`src/rtl/slr_xing_arbiter.sv`:
```
// ============================================================================
// slr_xing_arbiter : credit-based round-robin arbiter feeding one SLR crossing
// Rev 1.0
// ============================================================================
`default_nettype none

module slr_xing_arbiter #(
   parameter  int N         = 4,
   parameter  int DATA_W    = 32,
   parameter  int CREDITS   = 6,
   parameter  int MAX_BURST = 4,
   localparam int TAG_W     = (N > 1) ? $clog2(N) : 1,
   localparam int CW        = $clog2(CREDITS + 1)
) (
   input  logic                clock,
   input  logic                reset_n,
   input  logic [N-1:0]        in_valid,
   output logic [N-1:0]        in_ready,
   input  logic [N*DATA_W-1:0] in_bits,
   output logic                out_valid,
   output logic [DATA_W-1:0]   out_bits,
   output logic [TAG_W-1:0]    out_tag,
   input  logic                credit_ret,
   output logic [CW-1:0]       credits_avail,
   output logic                err_credit_ovf
);

   localparam int             BW         = $clog2(MAX_BURST + 1);
   localparam logic [BW-1:0]  BURST_MAX  = BW'(MAX_BURST);
   localparam logic [CW-1:0]  CREDIT_MAX = CW'(CREDITS);
   localparam logic [TAG_W-1:0] OWNER_RST = TAG_W'(N - 1);

   logic [TAG_W-1:0]  r_owner;
   logic [BW-1:0]     r_beats;
   logic [CW-1:0]     r_credits;
   logic              r_err;
   logic              r_out_valid;
   logic [DATA_W-1:0] r_out_bits;
   logic [TAG_W-1:0]  r_out_tag;

   logic              w_hold;
   logic              w_grant_vld;
   logic [TAG_W-1:0]  w_grant;
   logic              w_fire;
   logic              w_continue;
   logic [DATA_W-1:0] w_data;

   assign w_hold = (r_beats != '0) && (r_beats < BURST_MAX) && in_valid[r_owner];

   // Scan from the farthest candidate down so the nearest one after owner wins.
   always_comb begin
      int idx;
      idx         = 0;
      w_grant_vld = 1'b0;
      w_grant     = r_owner;
      if (w_hold) begin
         w_grant_vld = 1'b1;
      end else begin
         for (int k = N; k >= 1; k--) begin
            idx = int'(r_owner) + k;
            if (idx >= N) begin
               idx = idx - N;
            end
            if (in_valid[idx]) begin
               w_grant_vld = 1'b1;
               w_grant     = idx[TAG_W-1:0];
            end
         end
      end
   end

   assign w_fire     = w_grant_vld && (r_credits != '0);
   assign w_continue = (w_grant == r_owner) && (r_beats != '0) && (r_beats < BURST_MAX);
   assign w_data     = in_bits[w_grant*DATA_W +: DATA_W];

   always_comb begin
      in_ready = '0;
      if (w_fire) begin
         in_ready[w_grant] = 1'b1;
      end
   end

   always_ff @(posedge clock or negedge reset_n) begin
      if (!reset_n) begin
         r_owner <= OWNER_RST;
         r_beats <= '0;
      end else if (w_fire) begin
         if (w_continue) begin
            r_beats <= r_beats + BW'(1);
         end else begin
            r_owner <= w_grant;
            r_beats <= BW'(1);
         end
      end else if ((r_beats != '0) && !in_valid[r_owner]) begin
         r_beats <= '0;
      end
   end

   // A credit stall with the owner still valid keeps the hold intact.
   always_ff @(posedge clock or negedge reset_n) begin
      if (!reset_n) begin
         r_credits <= CREDIT_MAX;
         r_err     <= 1'b0;
      end else begin
         case ({w_fire, credit_ret})
            2'b10: r_credits <= r_credits - CW'(1);
            2'b01: begin
               if (r_credits == CREDIT_MAX) begin
                  r_err <= 1'b1;
               end else begin
                  r_credits <= r_credits + CW'(1);
               end
            end
            default: r_credits <= r_credits;
         endcase
      end
   end

   always_ff @(posedge clock or negedge reset_n) begin
      if (!reset_n) begin
         r_out_valid <= 1'b0;
         r_out_bits  <= '0;
         r_out_tag   <= '0;
      end else begin
         r_out_valid <= w_fire;
         if (w_fire) begin
            r_out_bits <= w_data;
            r_out_tag  <= w_grant;
         end
      end
   end

   assign out_valid      = r_out_valid;
   assign out_bits       = r_out_bits;
   assign out_tag        = r_out_tag;
   assign credits_avail  = r_credits;
   assign err_credit_ovf = r_err;

endmodule

`default_nettype wire

```
`config.mk`:
```
export PLATFORM = sky130hd
export DESIGN_NAME = slr_xing_arbiter
export DESIGN_NICKNAME = d
export VERILOG_FILES = /design/src/rtl/slr_xing_arbiter.sv
export SDC_FILE = /design/constraint.sdc
export NUM_CORES = 1
export LEC_CHECK = 0
export CAP_MARGIN = 0
export CORE_MARGIN = 4
export CORE_UTILIZATION = 30
export DETAILED_ROUTE_END_ITERATION = 16
export HOLD_SLACK_MARGIN = 0.05
export PLACE_DENSITY = 0.7
export SYNTH_ARGS = -nofsm -noshare
export SYNTH_HDL_FRONTEND = slang
export SYNTH_SLANG_ARGS = --single-unit
```
`constraint.sdc`:
```
create_clock -name clock -period 2.45 [get_ports clock]
set_input_delay 0.49 -clock clock [delete_from_list [all_inputs] [get_ports clock]]
set_output_delay 0.49 -clock clock [all_outputs]
set_load 0.03 [all_outputs]
```
==> run summary <==
Outcome: complete, but fails checks
Failing checks: setup timing
Setup slack after placement: -0.5099 ns
Share of layout cells above drive strength 1: 17.84%
Clock Tree Buf Depth: 2
# diodes: 0
Drt total wl: 10380 µm
Chip Height: 105.9 µm
Gate Count Post-Synth: 292
Die area: 11210 µm²
Post-Synth Simple-Gate Area: 11.54%
Worst vdd ir: 0.0005831 V
Total power: 7639 µW
Clock Root Buffer: clkbuf_8
Cell variety after synth: 41
Dpl cells: 602
Worst skew pair latency: 0.29 ns
Top_reg_cell synth: dfrtp_1
Final nets: 636
Tcrit/Tclk final: 115.2%
Pwr dens: 1391 nW/µm²
WL/cell: 16.53 µm
Yosys warning count: 0
Detail Placement HPWL: 7372 µm
Mux contribution to synthesized area: 23.16%
Minimum clock period: 2.823 ns
Die W: 105.9 µm
Final worst slack: -0.3732 ns
Clock skew: 0.006306 ns
Antenna violations before repair: 0
Max Slew Vio Count: 0
CP startpoint kind: flop
Largest net degree at the start of global routing: 40
RSZ-0062 raised after global routing: true
Total Routing Usage GR: 17.33%
Number of port buffers: 177
Design Area, Final: 5492 µm²
# setup viols final: 38
DRT iter0 DRCs: 84
Drt drc: 0
Worst-path maximum fanout: 6
Worst Max-Slew Pin Slew: 0.8830 ns
H-tree depth: 2
First-pass GRT wire length: 15610 µm
Post-DP Area: 5006 µm²
Slew HR: 41.13%
Synth Area in Compound Gates: 18.68%
Syn_nets: 430
Initial core utilization: 30.96%
Number of synthesized register bits: 44
Post-synth ARST share: 100.0%
Max_cap viols: 0
Placement Rows: 35
Worst Path Required: 1.96 ns
I/O pin total: 178
Sequential element share of the synthesized area: 38.48%
Post-Syn Area per Cell: 9.842 µm²
Max Freq: 354.2 MHz
Post-Layout Cell Count: 628
Crit path kind: reg2out
Final Wtd Congestion: 0.8658
Adder-cell share of the synthesized area: 1.567%
Cell leakage power: 0.002339 µW
DR vias: 3114
EDFF count, synth: 0
CTS tree: done
CP arrival: 2.33 ns
CTS Sinks: 44
Synth Cell Area: 2874 µm²
Final core occ: 59.15%
Layout Area Growth over Synthesis: 91.08%
Xor/xnor share of the synthesized area: 0.3047%
Largest family of logic cells by synthesized area: multiplexers
Vias in the first global route: 3283
Vias/cell: 4.959
CTS clk-pin slew, worst paths: 0.08 ns
HP Class: in2async
Final hold vios: 0
Pre-Repair DR Iteration Count: 4
Total grt overflow: 0
Crit path max-delay cell type: dfstp_2
CTS buffer count: 5
CP endpoint kind: output port
Slowest stage delay, CP: 0.61 ns
Chain of cells forming the critical path: mux2_4 -> and3b_1 -> a2111o_1 -> o311ai_4 -> and3_4 -> buf_6
Core box area: 9284 µm²
Final ANT Viol Nets: 0
-- stage by stage --
stage / hold slack, ns / setup TNS (ns)
global route: 0.3827 / -9.815
global placement: 0.4652 / -12.63
detailed placement: 0.4672 / -15.30
finish: 0.3094 / -6.632
floorplan: 0.1944 / -0.4970
CTS: 0.3493 / -6.992
-- per-layer routing --
metal | share of wire (%) | global-route usage, % | up-vias
li1 | - | - | 1502
met1 | 40 | 19.73 | 1496
met2 | 52 | 31.74 | 106
met3 | 6.9 | 4.838 | 10
met4 | 1.2 | 4.440 | 0
met5 | 0 | 0 | -
-- synth_stat cells, types with 3 or more instances --
| master | number | area share, % |
|---|---|---|
| nand2_1 | 41 | 5.4 |
| a31oi_1 | 5 | 1.1 |
| and3_1 | 3 | 0.65 |
| nand2b_1 | 3 | 0.65 |
| o21ai_0 | 9 | 1.6 |
| a21oi_1 | 7 | 1.2 |
| clkbuf_1 | 9 | 1.2 |
| o221ai_1 | 32 | 9.8 |
| mux2i_1 | 65 | 23 |
| buf_4 | 6 | 1.6 |
| nor2_1 | 15 | 2.0 |
| buf_2 | 6 | 1.0 |
| dfstp_2 | 4 | 3.7 |
| dfrtp_1 | 40 | 35 |
| inv_1 | 10 | 1.3 |
| nor3_1 | 3 | 0.52 |
| a21o_1 | 3 | 0.78 |
-- worst paths after layout --
check                                                start  slack, ns  depth (start not counted)                          to
max in group asynchronous                          reset_n       1.49                          2    out_bits[19]$_DFFE_PN0P_
worst min-delay path                               reset_n       0.31                          1     out_bits[2]$_DFFE_PN0P_
min in group clock              err_credit_ovf$_DFFE_PN0P_       0.48                          2  err_credit_ovf$_DFFE_PN0P_
worst min register to register  err_credit_ovf$_DFFE_PN0P_       0.48                          2  err_credit_ovf$_DFFE_PN0P_
worst max-delay path                r_owner[1]$_DFFE_PN1P_      -0.37                          6                 in_ready[1]
worst max register to register      r_owner[1]$_DFFE_PN1P_      -0.23                          9    out_bits[22]$_DFFE_PN0P_
-- sequential cells by signal, summed over array words and instances, names as in the netlist --
register	cells
out_valid	1
out_bits	32
err_credit_ovf	1
r_beats	3
out_tag	2
r_owner	2
credits_avail	3
-- critical path, delay by kind of cell (launching register included) --
kind            cells  cell delay, ns
mux                 1            0.33
compound gates      2            0.50
buf+inv             1            0.12
flops               1            0.61
simple gates        2            0.49
-- report_power, final --
part	switching, µW	internal, µW
clock	236	258
sequential	263	1130
combinational	2780	2970
-- cells in the final DEF, fill, tap and decap left out, types with 9 or more instances in the layout --
cell type,count
nand2_1,39
o21ai_0,9
o221ai_1,32
nor2_1,13
clkdlybuf4s50_1,169
buf_4,31
dfrtp_1,40
mux2i_2,10
inv_1,10
mux2i_1,53
-- timing repair --
action                     CTS  global route
hold buffers                 0             0
cloned                       2             5
gates resized for setup     13            20
setup buffers                5             6
setup endpoints to repair   36            39
pin swaps                    4            14
-- layout make-up --
| class | instances | area (µm²) |
|---|---|---|
| inverter | 10 | 37.54 |
| clock buffer | 8 | 100.1 |
| fill | 812 | 3792 |
| tap | 129 | 161.4 |
| timing repair buffer | 223 | 2347 |
| sequential | 44 | 1106 |
| multi-input combinational | 214 | 1739 |
-- cell families after synthesis --
group | count (synthesis)
buf+inv | 34
simple gates | 74
mux | 66
compound gates | 70
xor+xnor | 1
flops | 44
fa+ha+maj | 3
Note: power is estimated with default switching activity, not from simulation.
